--- src/rtl/alarm_clock_pkg.sv ---
// Shared types and width helpers for the alarm buzzer/snooze controller.
package alarm_clock_pkg;

    typedef enum logic [1:0] {
        ST_IDLE    = 2'd0,
        ST_RINGING = 2'd1,
        ST_SNOOZE  = 2'd2,
        ST_DONE    = 2'd3
    } alarm_state_t;

    function automatic int max_int(input int a, input int b);
        return (a > b) ? a : b;
    endfunction

    // Wide enough to hold the longer of the two second-timer reload values.
    function automatic int timer_width(input int ring_s, input int snooze_s);
        return $clog2(max_int(ring_s, snooze_s) + 1);
    endfunction

    function automatic int count_width(input int max_snoozes);
        return (max_snoozes > 0) ? $clog2(max_snoozes + 1) : 1;
    endfunction

endpackage

--- src/rtl/buzzer_tone_gen.sv ---
// Cadenced square-wave tone: toggles every half-period during the on-phase,
// silent during the off-phase, phases alternate every CADENCE_CYCLES.
module buzzer_tone_gen #(
    parameter int CLK_IN         = 5000000,
    parameter int TONE_HZ        = 2000,
    parameter int CADENCE_CYCLES = 2500000
) (
    input  logic i_Clk,
    input  logic i_Reset,
    input  logic i_Enable,
    input  logic i_Restart,
    output logic o_Buzzer
);

    localparam int HALF_PERIOD = CLK_IN / (2 * TONE_HZ);
    localparam int TONE_W      = (HALF_PERIOD > 1) ? $clog2(HALF_PERIOD) : 1;
    localparam int CAD_W       = (CADENCE_CYCLES > 1) ? $clog2(CADENCE_CYCLES) : 1;

    logic [TONE_W-1:0] tone_cnt_q, tone_cnt_d;
    logic [CAD_W-1:0]  cad_cnt_q,  cad_cnt_d;
    logic              phase_on_q, phase_on_d;
    logic              buzzer_q,   buzzer_d;

    // Next-state for tone and cadence counters; a restart starts a fresh on-phase high.
    always_comb begin
        tone_cnt_d = '0;
        cad_cnt_d  = '0;
        phase_on_d = 1'b0;
        buzzer_d   = 1'b0;
        if (i_Enable) begin
            if (i_Restart) begin
                phase_on_d = 1'b1;
                buzzer_d   = 1'b1;
            end else if (cad_cnt_q == CAD_W'(CADENCE_CYCLES - 1)) begin
                phase_on_d = ~phase_on_q;
                buzzer_d   = ~phase_on_q;
            end else begin
                cad_cnt_d  = cad_cnt_q + CAD_W'(1);
                phase_on_d = phase_on_q;
                if (phase_on_q) begin
                    if (tone_cnt_q == TONE_W'(HALF_PERIOD - 1)) begin
                        buzzer_d = ~buzzer_q;
                    end else begin
                        tone_cnt_d = tone_cnt_q + TONE_W'(1);
                        buzzer_d   = buzzer_q;
                    end
                end
            end
        end
    end

    // Tone/cadence registers with synchronous reset.
    always_ff @(posedge i_Clk) begin
        if (i_Reset) begin
            tone_cnt_q <= '0;
            cad_cnt_q  <= '0;
            phase_on_q <= 1'b0;
            buzzer_q   <= 1'b0;
        end else begin
            tone_cnt_q <= tone_cnt_d;
            cad_cnt_q  <= cad_cnt_d;
            phase_on_q <= phase_on_d;
            buzzer_q   <= buzzer_d;
        end
    end

    assign o_Buzzer = buzzer_q;

endmodule

--- src/rtl/alarm_buzzer_snooze.sv ---
// Alarm session controller: ring / snooze / dismiss / timeout with a snooze limit.
//   state   | meaning
//   IDLE    | waiting for an alarm match rising edge
//   RINGING | buzzer active, ring timeout running
//   SNOOZE  | ringing paused, snooze timer running
//   DONE    | session over, waiting for the match to end
module alarm_buzzer_snooze
    import alarm_clock_pkg::*;
#(
    parameter int CLK_IN         = 5000000,
    parameter int TONE_HZ        = 2000,
    parameter int CADENCE_CYCLES = 2500000,
    parameter int RING_TIMEOUT_S = 60,
    parameter int SNOOZE_S       = 300,
    parameter int MAX_SNOOZES    = 3
) (
    input  logic                                i_Clk,
    input  logic                                i_Reset,
    input  logic                                i_Tick_1Hz,
    input  logic                                i_Alarm_Trigger,
    input  logic                                i_Alarm_Enable,
    input  logic                                i_Snooze,
    input  logic                                i_Dismiss,
    output logic                                o_Buzzer,
    output logic                                o_Ringing,
    output logic                                o_Snoozed,
    output logic [count_width(MAX_SNOOZES)-1:0] o_Snooze_Count
);

    localparam int TMR_W = timer_width(RING_TIMEOUT_S, SNOOZE_S);
    localparam int CNT_W = count_width(MAX_SNOOZES);

    alarm_state_t     state_q, state_d;
    logic [TMR_W-1:0] timer_q, timer_d;
    logic [CNT_W-1:0] count_q, count_d;
    logic             trig_prev_q;
    logic             rise;
    logic             expire;
    logic             restart_tone;

    assign rise   = i_Alarm_Trigger & ~trig_prev_q;
    assign expire = i_Tick_1Hz && (timer_q == TMR_W'(1));

    // Next-state, timer and snooze-count logic; enable low overrides everything.
    always_comb begin
        state_d      = state_q;
        timer_d      = timer_q;
        count_d      = count_q;
        restart_tone = 1'b0;
        if (!i_Alarm_Enable) begin
            state_d = ST_IDLE;
            timer_d = '0;
            count_d = '0;
        end else begin
            unique case (state_q)
                ST_IDLE: begin
                    if (rise) begin
                        state_d      = ST_RINGING;
                        timer_d      = TMR_W'(RING_TIMEOUT_S);
                        count_d      = '0;
                        restart_tone = 1'b1;
                    end
                end
                ST_RINGING: begin
                    if (i_Dismiss) begin
                        state_d = ST_DONE;
                    end else if (i_Snooze && (count_q < CNT_W'(MAX_SNOOZES))) begin
                        state_d = ST_SNOOZE;
                        timer_d = TMR_W'(SNOOZE_S);
                        count_d = count_q + CNT_W'(1);
                    end else if (expire) begin
                        state_d = ST_DONE;
                        timer_d = '0;
                    end else if (i_Tick_1Hz && (timer_q != '0)) begin
                        timer_d = timer_q - TMR_W'(1);
                    end
                end
                ST_SNOOZE: begin
                    if (i_Dismiss) begin
                        state_d = ST_DONE;
                    end else if (expire) begin
                        state_d      = ST_RINGING;
                        timer_d      = TMR_W'(RING_TIMEOUT_S);
                        restart_tone = 1'b1;
                    end else if (i_Tick_1Hz && (timer_q != '0)) begin
                        timer_d = timer_q - TMR_W'(1);
                    end
                end
                ST_DONE: begin
                    if (!i_Alarm_Trigger) begin
                        state_d = ST_IDLE;
                    end
                end
                default: state_d = ST_IDLE;
            endcase
        end
    end

    // State, timer, count and trigger-history registers.
    always_ff @(posedge i_Clk) begin
        if (i_Reset) begin
            state_q     <= ST_IDLE;
            timer_q     <= '0;
            count_q     <= '0;
            trig_prev_q <= 1'b0;
        end else begin
            state_q     <= state_d;
            timer_q     <= timer_d;
            count_q     <= count_d;
            trig_prev_q <= i_Alarm_Trigger;
        end
    end

    // Tone is registered against the next state so it rises together with o_Ringing.
    buzzer_tone_gen #(
        .CLK_IN         (CLK_IN),
        .TONE_HZ        (TONE_HZ),
        .CADENCE_CYCLES (CADENCE_CYCLES)
    ) u_tone (
        .i_Clk     (i_Clk),
        .i_Reset   (i_Reset),
        .i_Enable  (state_d == ST_RINGING),
        .i_Restart (restart_tone),
        .o_Buzzer  (o_Buzzer)
    );

    assign o_Ringing      = (state_q == ST_RINGING);
    assign o_Snoozed      = (state_q == ST_SNOOZE);
    assign o_Snooze_Count = count_q;

endmodule

--- config.mk ---
export PLATFORM = sky130hd
export DESIGN_NAME = alarm_buzzer_snooze
export DESIGN_NICKNAME = d
export VERILOG_FILES = /design/src/rtl/alarm_clock_pkg.sv /design/src/rtl/buzzer_tone_gen.sv /design/src/rtl/alarm_buzzer_snooze.sv
export SDC_FILE = /design/constraint.sdc
export NUM_CORES = 1
export LEC_CHECK = 0
export BUFFER_PORTS_ARGS = -buffer_cell sky130_fd_sc_hd__buf_2
export CORE_UTILIZATION = 40
export DETAILED_ROUTE_END_ITERATION = 8
export HOLD_SLACK_MARGIN = 0.02
export PLACE_DENSITY_LB_ADDON = 0.25
export SYNTH_ARGS = -nofsm -noshare
export SYNTH_HDL_FRONTEND = slang
export SYNTH_SLANG_ARGS = --single-unit
--- constraint.sdc ---
create_clock -name i_Clk -period 5.4 [get_ports i_Clk]
set_clock_uncertainty 0.15 [all_clocks]
set_input_delay 0.54 -clock i_Clk [delete_from_list [all_inputs] [get_ports i_Clk]]
set_output_delay 0.54 -clock i_Clk [all_outputs]
set_load 0.05 [all_outputs]
### After elaboration in Yosys (flattened, before gate mapping)

Cells that the tools add are included.

| cells by class | value |
|---|---|
| muxes and demuxes | 32 |
| $add $sub $neg | 4 |
| bitwise operators | 6 |
| equality and inequality tests | 12 |
| reduce and logical (&&, ||, !) cells | 14 |
| magnitude comparators | 1 |

Operators by type and width:

| cell | number |
|---|---|
| $mux 9 | 7 |
| $pmux 9 s3 | 1 |
| $add 22x1->22 const B | 1 |
| $eq 22x22->1 const B | 1 |
| $mux 2 | 11 |
| $add 11x1->11 const B | 1 |
| $eq 11x11->1 const B | 1 |
| $mux 1 | 10 |
| $eq 9x1->1 const B | 1 |
| $reduce_bool 9->1 | 1 |
| $sub 9x1->9 const B | 1 |
| $pmux 2 s4 | 1 |
| $reduce_and 4->1 | 2 |
| $ne 2x2->1 const B | 3 |
| $reduce_or 6->1 | 1 |
| $not 1->1 | 5 |
| $eq 2x1->1 const B | 2 |
| $eq 2x2->1 const B | 2 |
| $ne 4x4->1 const B | 1 |
| $pmux 2 s2 | 1 |
| $reduce_bool 2->1 | 2 |
| $reduce_or 2->1 | 2 |
| $reduce_or 4->1 | 1 |
| $logic_and 1x1->1 | 3 |
| other kinds (7) | 7 |

| storage, ports and cells | value |
|---|---|
| flip-flop bits (word level) | 49 |
| logic and storage cells | 77 |
| input port bits | 7 |

### Longest topological paths before layout

Gate-level depths: netlist of the first run.

| depth | value |
|---|---|
| word-level depth | 10 |
| mapped depth | 9 |
| gate-level depth less buffers | 7 |

### Hierarchy

From an unflattened synthesis of the first run, not the netlist that was laid out.

| unflattened totals | value |
|---|---|
| cells, all modules | 325 |
| area, all modules | 2723.9 um^2 |

By module, submodules not included:

| module | times used | area each (um^2) | cells each | sequential area each (um^2) |
|---|---|---|---|---|
| buzzer_tone_gen | 1 | 1679.1 | 190 | 700.7 |
| alarm_buzzer_snooze | 1 | 1044.8 | 135 | 280.3 |

### Worst setup path after synthesis of the first run

OpenSTA, ideal clock, no wires.

| path | value |
|---|---|
| path type | reg-to-reg |
| from | register state_q[1] |
| to | register u_tone.cad_cnt_q[20] |
| arrival time | 2.077 ns |
| buffers on the path | 3 |
| stages on the path, launching flop included | 10 |
| data required time | 5.172 ns |
| period minus slack after synthesis | 2.305 ns |
| setup slack | 3.095 ns |
| setup time | 0.078 ns |
| cell sequence | dfxtp_1 > inv_1 > ha_1 > clkbuf_1 > a21o_1 > o21ai_1 > a31o_2 > buf_6 > clkbuf_8 > nor3_1 |

| on the way | value |
|---|---|
| elaborated cells between the ends (all ways) | 18 |
| classes of those cells | eq/ne (4); mux (11); bitwise (1); reduce/logical (2) |

RTL lines:

| what | line | source |
|---|---|---|
| start, declared | alarm_buzzer_snooze.sv:33 | `alarm_state_t state_q, state_d;` |
| start signal, assigned | alarm_buzzer_snooze.sv:107 | `state_q <= state_d;` |
| $eq 2x1->1 | -- |  |
| via o_Ringing | alarm_buzzer_snooze.sv:25 | `output logic o_Ringing,` |
| $pmux 2 s4 | alarm_buzzer_snooze.sv:55 | `unique case (state_q)` |
| $mux 2 | alarm_buzzer_snooze.sv:50 | `if (!i_Alarm_Enable) begin` |
| $eq 2x1->1 | alarm_buzzer_snooze.sv:122 | `.i_Enable (state_d == ST_RINGING),` |
| $not 1->1 (no source line) | -- |  |
| $reduce_or 4->1 (no source line) | -- |  |
| end signal, assigned | buzzer_tone_gen.sv:61 | `cad_cnt_q <= cad_cnt_d;` |
| end, declared | buzzer_tone_gen.sv:20 | `logic [CAD_W-1:0] cad_cnt_q, cad_cnt_d;` |

The timed path passes the listed nets, and every way through them passes these cells.
A chain may end at the register's enable or synchronous reset.

### Worst setup path in the final report of the first run

| path | value |
|---|---|
| from | register state_q[1] |
| to | register u_tone.cad_cnt_q[3] |

| on the way | value |
|---|---|
| cells in the longest elaborated chain, start to end | 8 |
| elaborated cells between the ends (all ways) | 18 |
| classes of those cells | eq/ne (4); mux (11); bitwise (1); reduce/logical (2) |

Ends and longest elaborated chain:

| what | line | source |
|---|---|---|
| $mux 2 | alarm_buzzer_snooze.sv:71 | `end else if (expire) begin` |
| $mux 2 | alarm_buzzer_snooze.sv:67 | `end else if (i_Snooze && (count_q < CNT_W'(MAX_SNOOZES))) begin` |
| $mux 2 | alarm_buzzer_snooze.sv:65 | `if (i_Dismiss) begin` |
| $pmux 2 s4 | alarm_buzzer_snooze.sv:55 |  |
| $mux 2 | alarm_buzzer_snooze.sv:50 |  |
| $eq 2x1->1 | alarm_buzzer_snooze.sv:122 |  |
| $not 1->1 (no source line) | -- |  |
| $reduce_or 4->1 (no source line) (*) | -- |  |

Mark *: on every way between the ends. The rest lies on a longest branch, timed or not.

==> results of run 1 <==
[Yosys cell counts, types with 6 or more instances]
cell type   n  share of area (%)
a21oi_1     9                1.6
xnor2_1    25                7.8
ha_1       11                4.9
dfxtp_1    49                 35
xor2_1      9                2.8
o21ai_0     6                1.1
nor2_1     21                2.8
nor3_1     43                7.7
nand2b_1    7                1.6
nand3_1    17                3.0
inv_1      15                2.0
nand2_1    24                3.2
[metal layers]
| metal | vias up | part of all wire, % | wire (um) |
|---|---|---|---|
| met1 | 1011 | 51 | 2720 |
| met2 | 43 | 42 | 2240 |
| met3 | 10 | 4.8 | 254 |
| li1 | 1160 | - | - |
| met5 | - | 0 | 0 |
| met4 | 0 | 1.6 | 85 |
[worst max-delay path by stage]
| stage | to | slack (ps) |
|---|---|---|
| 2_1_floorplan | u_tone.cad_cnt_q[20]$_SDFF_PP0_ | 3090 |
| 5_1_grt | u_tone.cad_cnt_q[9]$_SDFF_PP0_ | 2730 |
| 4_1_cts | u_tone.cad_cnt_q[4]$_SDFF_PP0_ | 2940 |
| 3_5_place_dp | u_tone.cad_cnt_q[4]$_SDFF_PP0_ | 2960 |
| 6_report | u_tone.cad_cnt_q[3]$_SDFF_PP0_ | 2960 |
| 3_3_place_gp | u_tone.cad_cnt_q[15]$_SDFF_PP0_ | 3010 |
[final cells by class]
type / count / area, um^2 / area share [%]
Clock inverter: 3 / 46.3 / 1.55
Multi-Input combinational cell: 250 / 1660 / 55.6
Inverter: 15 / 56.3 / 1.88
Timing Repair Buffer: 11 / 55.1 / 1.84
Clock buffer: 5 / 68.8 / 2.30
Sequential cell: 49 / 981 / 32.8
Tap cell: 96 / 120 / 4.02
[power breakdown]
group	internal, W	switching [W]	total, W
Sequential	0.000365	0.00000518	0.000370
Clock	0.000139	0.000129	0.000267
Combinational	0.0000232	0.0000433	0.0000665
[worst max-delay path, cell delays in order, from the launching register on]
cell and delay, ps:
dfxtp_1 430, inv_1 110, ha_1 310, nand2b_1 180
nor4_1 100, nor3_2 290, nand4_4 460, nor3_1 310
[sequential cells by signal (all words and copies together), names as in the netlist]
signal,count
o_Snooze_Count,2
state_q,2
timer_q,9
trig_prev_q,1
u_tone.cad_cnt_q,22
u_tone.o_Buzzer,1
u_tone.phase_on_q,1
u_tone.tone_cnt_q,11
[logic make-up after synthesis]
logic type | after synthesis
xor gates and xnor gates | 34
AOI/OAI and AO/OA | 42
adders and majority gates | 11
muxes | 3
and+or+nand+nor | 160
buffers and inverters | 29
DFF | 49
[per-stage QoR]
stage	hold WS [ps]	util (%)	cells	setup slack [ps]	area, um^2
2_1_floorplan	301	-	328	3090	2810
3_3_place_gp	327	42.3	421	3010	2870
3_5_place_dp	334	42.3	421	2960	2870
4_1_cts	264	44.0	429	2940	2990
5_1_grt	257	44.0	429	2730	2990
6_report	277	44.0	429	2960	2990
==> summary.md, run 1 <==
| Metric | Value |
|---|---|
| Max-slew violation count | 0 |
| I/O pin total | 12 |
| R2R cell count | 7 |
| Total gr overflow | 0 |
| Detailed Place HPWL | 3.75 mm |
| Measured slew at the worst slew-check pin | 811 ps |
| Placer Congestion | 0.815 |
| Die width | 85.8 um |
| Worst skew pair latency | 300 ps |
| Final ANT Viol Nets | 0 |
| Row cnt | 30 |
| Cells after synthesis | 328 |
| Mapped Nets | 346 |
| Largest net degree at the start of global routing | 37 |
| Setup crit start | state_q[1]$_SDFF_PP0_ |
| Setup CP Type | reg2reg |
| XOR/XNOR share of the synthesized area | 10.6% |
| Setup_tns | 0 ps |
| Post-CTS Setup Bufs | 0 |
| Total track usage | 15.5% |
| Lkg Pwr | 0.986 nW |
| Final Hold Fails | 0 |
| Hold path startpoint | i_Reset |
| CP Data Required Time | 5460 ps |
| Core area | 0.00679 mm^2 |
| Most common cell after layout, fill and taps aside | dfxtp_1 |
| Flops & latches, synth | 49 |
| Nets@finish | 350 |
| Status | finished clean |
| EDFF count, synth | 0 |
| Pre-antenna DRT Iters | 4 |
| Syn_area_per_cell | 8.56 um^2 |
| Adder-cell share of the synthesized area | 4.90% |
| CTS tree | yes |
| Crit-path max FO | 31 |
| RSZ-0062 raised after global routing | false |
| Final setup vio count | 0 |
| Vias in the first global route | 2101 |
| Post-synthesis sequential area ratio | 34.9% |
| Cts hold-fix bufs | 0 |
| CP Capture Type | register |
| Yosys warns | 0 |
| Clk buf depth | 2 |
| R2R setup slack | 2960 ps |
| Max-cap viol count | 0 |
| FMAX | 410 MHz |
| Initial core utilization | 41.3% |
| Post-Synth Simple-Gate Area | 31.8% |
| Initial antenna violation count | 0 |
| Synth Area in Compound Gates | 10.6% |
| Post-cts repair resize count | 0 |
| CP startpoint kind | register |
| Gr busiest metal | met2 |
| Grt met3 use | 3.18% |
| M2 GR Usage | 23.6% |
| Slew margin rel. | 45.9% |
| Worst EP arrival | 2500 ps |
| FFs w/ async S/R, synth | 0% |
| First-pass GRT wire length | 9.34 mm |
| Diode count | 0 |
| Clock Root Buffer | clkbuf_8 |
| Synthesized area | 0.00281 mm^2 |
| Cell variety after synth | 55 |
| R2r startpoint | state_q[1]$_SDFF_PP0_ |
| Top FF cell, synth | dfxtp_1 |
| Worst hold path type | in2reg |
| Sink of the worst hold path | trig_prev_q$_SDFF_PP0_ |
| Share of cells above drive strength 1 | 11.4% |
| Pwr/cell area | 236 mW/mm^2 |
| Met1 Use GR | 21.8% |
| Final worst-path cycle share | 45.2% |
| VDD IR max | 111 uV |
| Starting DRT DRC Count | 73 |
| Commonest cells after routing, fill and taps aside | dfxtp_1 (49), nor3_1 (43), xnor2_1 (25) |
| Tmin final | 2440 ps |
| Drc violations | 0 |
| Die ar. | 0.00736 mm^2 |
| Fill cells | 689 |
| H-tree levels | 2 |
| Largest family of logic cells by synthesized area | simple AND/OR/NAND/NOR gates |
| Port Buffers | 11 |
| Die height | 85.8 um |
| Via count | 2224 |
| DRT Wirelength | 5.30 mm |
| Worst hold path cell count | 2 |
| Post-detailed-route wirelength per cell | 12.4 um |
| CTS Buf Count | 5 |
| Clk slew on worst S/H paths | 100 ps |
| Clk sink count | 49 |
| Pwr Total | 0.000704 W |
| P&R area growth vs syn | 6.37% |
| FF-to-FF End | u_tone.cad_cnt_q[3]$_SDFF_PP0_ |
| Mux cell area share after synthesis | 1.11% |
| Via density | 5.18 |
(Power assumes the default switching activity.)
==> inputs of run 2 (changes only) <==
clock period = 2.4 ns   (was 5.4 ns; I/O delays follow)
==> summary.md, run 2 (synthesized netlist as in run 1, its figures left out) <==
| Metric | Value |
|---|---|
| Max-slew violation count | 0 |
| VDD IR max | 245 uV |
| CP Data Required Time | 2440 ps |
| Tmin final | 2250 ps |
| CTS Buf Count | 5 |
| Clk sink count | 49 |
| Setup_tns | 0 ps |
| H-tree levels | 2 |
| Max reg flops | 22 |
| CTS tree | yes |
| Top reg by flops | u_tone.cad_cnt_q |
| Share of cells above drive strength 1 | 16.7% |
| Worst EP arrival | 2280 ps |
| Clock Root Buffer | clkbuf_8 |
| CP startpoint kind | register |
| Top flop regs | u_tone.cad_cnt_q x22, u_tone.tone_cnt_q x11, timer_q x9 |
| Total track usage | 16.4% |
| First-pass GRT wire length | 9.85 mm |
| RSZ-0062 raised after global routing | false |
| Setup CP Type | reg2reg |
| DRT Wirelength | 5.51 mm |
| Most common cell after layout, fill and taps aside | dfxtp_1 |
| Met1 Use GR | 22.8% |
| Via density | 5.08 |
| Commonest cells after routing, fill and taps aside | dfxtp_1 (49), nor3_1 (43), xnor2_1 (25) |
| I/O pin total | 12 |
| Drc violations | 0 |
| Storage cell area | 981 um^2 |
| Measured slew at the worst slew-check pin | 428 ps |
| Starting DRT DRC Count | 98 |
| Status | finished clean |
| Nets@finish | 370 |
| Slew margin rel. | 71.2% |
| Lkg Pwr | 1.10 nW |
| Crit-path max FO | 10 |
| Die width | 85.8 um |
| WHS | 68.8 ps |
| Largest net degree at the start of global routing | 22 |
| Grt met3 use | 3.18% |
| Die height | 85.8 um |
| Gr busiest metal | met2 |
| Core area | 0.00679 mm^2 |
| Vias in the first global route | 2208 |
| Initial antenna violation count | 0 |
| Port Buffers | 11 |
| CP Capture Type | register |
| Worst hold path type | in2reg |
| Placer Congestion | 0.775 |
| P&R area growth vs syn | 12.8% |
| Post-detailed-route wirelength per cell | 12.3 um |
| Pwr/cell area | 512 mW/mm^2 |
| Die ar. | 0.00736 mm^2 |
| Detailed Place HPWL | 4.09 mm |
| M2 GR Usage | 26.3% |
| Pre-antenna DRT Iters | 4 |
| FMAX | 445 MHz |
| Multi-input logic area | 0.00167 mm^2 |
| Final setup vio count | 0 |
| Fill cells | 677 |
| Final ANT Viol Nets | 0 |
| Max-cap viol count | 0 |
| Clk slew on worst S/H paths | 90 ps |
| Clk buf depth | 2 |
| Row cnt | 30 |
| Worst skew pair latency | 300 ps |
| Via count | 2279 |
| Diode count | 0 |
| Total gr overflow | 0 |
| Final worst-path cycle share | 93.7% |
| Final Hold Fails | 0 |
| Initial core utilization | 41.3% |
[run 2: what timing repair did]
item | 4_1_cts | 5_1_grt
endpoints found under the setup margin | 0 | 6
setup buffers | 0 | 0
gates resized for setup | 0 | 2
endpoints found under the hold margin | 1 | 0
hold buffers | 1 | 0
[run 2: layout make-up]
class / instances / area share, %
inverter: 15 / 1.78
multi-input combinational: 250 / 52.7
clock buffer: 6 / 2.61
tap: 96 / 3.79
sequential: 49 / 31.0
clock inverter: 2 / 1.18
timing repair buffer: 31 / 6.95
[run 2: worst max-delay path, cell delays in order (launching register included)]
cell,delay [ps]
dfxtp_1,360
or3_1,430
or3_4,430
o31a_1,380
nand4_4,140
buf_4,180
nor3_1,70
[run 2: layer usage]
layer | vias to the layer above | part of all wire (%) | wire (um)
met5 | - | 0 | 0
met4 | 0 | 0.34 | 19
met3 | 2 | 1.4 | 77
met2 | 17 | 45 | 2480
met1 | 1056 | 53 | 2940
li1 | 1204 | - | -
[run 2: final timing paths]
kind | startpoint | to | slack (ps) | cells past startpoint
max | timer_q[8]$_SDFFE_PP0P_ | u_tone.cad_cnt_q[8]$_SDFF_PP0_ | 150 | 6
min reg2reg | u_tone.cad_cnt_q[0]$_SDFF_PP0_ | u_tone.cad_cnt_q[0]$_SDFF_PP0_ | 340 | 1
max reg2reg | timer_q[8]$_SDFFE_PP0P_ | u_tone.cad_cnt_q[8]$_SDFF_PP0_ | 150 | 6
min | i_Alarm_Trigger | trig_prev_q$_SDFF_PP0_ | 70 | 2
[run 2: where the power goes]
group	total (W)	switching [W]	internal [W]
Clock	0.000609	0.000271	0.000339
Sequential	0.000829	0.00000686	0.000822
Combinational	0.000183	0.000109	0.0000743
Total	0.00162	0.000386	0.00123
[run 2: stage by stage]
step	setup WS (ps)	instance area, um^2	power [W]	instances	utilization (%)
finish	152	3170	0.00162	449	46.6
global placement	172	3030	0.00103	440	44.6
CTS	109	3160	0.00164	449	46.5
floorplan	94.8	2810	0.000979	328	-
global route	26.7	3170	0.00170	449	46.6
detailed placement	120	3030	0.00103	440	44.6
==> inputs of run 3 (changes only) <==
CELL_PAD_IN_SITES_DETAIL_PLACEMENT = 1   (was not set)
CELL_PAD_IN_SITES_GLOBAL_PLACEMENT = 2   (was not set)
CORE_UTILIZATION = 38   (was 40)
==> summary.md, run 3 (synthesized netlist as in run 1, its figures left out) <==
| Metric | Value |
|---|---|
| Multi-input logic area | 0.00167 mm^2 |
| Via density | 5.16 |
| Pwr Total | 0.00173 W |
| Worst EP arrival | 2280 ps |
| R2r startpoint | timer_q[8]$_SDFFE_PP0P_ |
| H-tree levels | 2 |
| Final Hold Fails | 0 |
| R2R cell count | 6 |
| Dpl cells | 441 |
| Drc violations | 0 |
| Starting DRT DRC Count | 89 |
| Share of cells above drive strength 1 | 16.9% |
| Nets@finish | 371 |
| Via count | 2321 |
| Diode count | 0 |
| CTS Buf Count | 5 |
| Row cnt | 30 |
| Top reg by flops | u_tone.cad_cnt_q |
| RSZ-0062 raised after global routing | false |
| Status | finished clean |
| Worst hold path cell count | 2 |
| Largest net degree at the start of global routing | 37 |
| CP bufs+invs | 1 |
| R2R setup slack | 160 ps |
| Slew margin rel. | 71.3% |
| Die width | 88.0 um |
| Initial core utilization | 40.2% |
| Kind of cell adding the most delay to the critical path | simple AND/OR/NAND/NOR gates |
| Fill cells | 860 |
| Core area | 0.00698 mm^2 |
| Final ANT Viol Nets | 0 |
| Worst hold path type | in2reg |
| CP startpoint kind | register |
| Post-detailed-route wirelength per cell | 14.2 um |
| Clock Root Buffer | clkbuf_8 |
| Total track usage | 18.3% |
| Sink of the worst hold path | trig_prev_q$_SDFF_PP0_ |
| Crit-path max FO | 22 |
| Most common cell after layout, fill and taps aside | dfxtp_1 |
| FMAX | 446 MHz |
| Tmin final | 2240 ps |
| DRT Wirelength | 6.38 mm |
| Post-CTS Setup Bufs | 0 |
| Top flop regs | u_tone.cad_cnt_q x22, u_tone.tone_cnt_q x11, timer_q x9 |
| CP Data Required Time | 2440 ps |
| Max reg flops | 22 |
| Clk slew on worst S/H paths | 90 ps |
| Port Buffers | 11 |
| Setup CP Type | reg2reg |
| Pwr/cell area | 538 mW/mm^2 |
| I/O pin total | 12 |
| Measured slew at the worst slew-check pin | 428 ps |
| Die ar. | 0.00774 mm^2 |
| Placer Congestion | 0.799 |
| FF-to-FF End | u_tone.cad_cnt_q[3]$_SDFF_PP0_ |
| CP Capture Type | register |
| Vias in the first global route | 2370 |
| Non-filler instance count after layout | 450 |
| Final worst-path cycle share | 93.5% |
| Clk sink count | 49 |
| Initial antenna violation count | 0 |
| Max-slew violation count | 0 |
| Commonest cells after routing, fill and taps aside | dfxtp_1 (49), nor3_1 (43), xnor2_1 (25) |
| Slowest cell on crit path | or3_4 |
| Pre-antenna DRT Iters | 4 |
| P&R area growth vs syn | 14.1% |
| Lkg Pwr | 1.12 nW |
| CTS tree | yes |
| Total gr overflow | 0 |
| Max incr delay on CP | 440 ps |
| First-pass GRT wire length | 11.1 mm |
| VDD IR max | 268 uV |
| Die height | 88.0 um |
| Hold path startpoint | i_Alarm_Trigger |
| Setup_tns | 0 ps |
| Crit-path cells | or3_1, or3_4, o31a_1, nand4_4, buf_12, nor3_1 |
| Max-cap viol count | 0 |
| Clk buf depth | 2 |
| Detailed Place HPWL | 4.66 mm |
| Worst skew pair latency | 300 ps |
| Final setup vio count | 0 |
| Storage cell area | 981 um^2 |
run 3: changes by cell type in the layout (fill, tap and decap cells not counted):
| cell | change |
|---|---|
| buf_12 | +1 |
| bufinv_16 | +1 |
| clkbuf_8 | -1 |
| clkinvlp_4 | -1 |
| inv_6 | +1 |
run 3: through the flow:
step / setup WS [ps] / instance area (um^2) / utilization, % / hold WS (ps)
global placement: 162 / 3050 / 43.7 / 282
detailed placement: 119 / 3050 / 43.7 / 288
CTS: 88.3 / 3200 / 45.8 / 61.1
floorplan: 94.8 / 2810 / - / 162
finish: 157 / 3210 / 45.9 / 64.1
global route: 19.9 / 3210 / 45.9 / 64.5
run 3: what timing repair did:
action,CTS,global route
gates resized for setup,0,2
hold buffers,1,0
setup endpoints to repair,0,3
hold endpoints to repair,1,0
run 3: cell type report:
cell class              count  area share [%]
clock buffers               5            2.15
well taps                  96            3.75
clock inverters             3            2.15
repair buffers             32            7.49
inverters                  15            1.76
multi-input cells         250            52.1
flip-flops and latches     49            30.6
run 3: per-layer routing:
layer / wire length (um) / up-vias / track usage, %
li1: - / 1202 / -
met1: 3450 / 1099 / 25.6
met2: 2750 / 15 / 29.2
met3: 116 / 5 / 3.11
met4: 64 / 0 / 4.47
met5: 0 / - / 0
run 3: how the worst max path moves through the flow:
stage / start / end / slack (ps) / cells after the start
5_1_grt: timer_q[1]$_SDFFE_PP0P_ / u_tone.tone_cnt_q[2]$_SDFF_PP0_ / 20 / 8
3_3_place_gp: u_tone.cad_cnt_q[0]$_SDFF_PP0_ / u_tone.tone_cnt_q[1]$_SDFF_PP0_ / 160 / 7
3_5_place_dp: u_tone.cad_cnt_q[0]$_SDFF_PP0_ / u_tone.cad_cnt_q[3]$_SDFF_PP0_ / 120 / 7
2_1_floorplan: state_q[1]$_SDFF_PP0_ / u_tone.cad_cnt_q[20]$_SDFF_PP0_ / 90 / 9
4_1_cts: u_tone.cad_cnt_q[0]$_SDFF_PP0_ / u_tone.cad_cnt_q[3]$_SDFF_PP0_ / 90 / 7
6_report: timer_q[8]$_SDFFE_PP0P_ / u_tone.cad_cnt_q[3]$_SDFF_PP0_ / 160 / 6
run 3: power by group:
group	total (W)	switching [W]	internal, W
Clock	0.000711	0.000291	0.000420
Combinational	0.000187	0.000112	0.0000749
Sequential	0.000828	0.00000652	0.000822
Total	0.00173	0.000410	0.00132
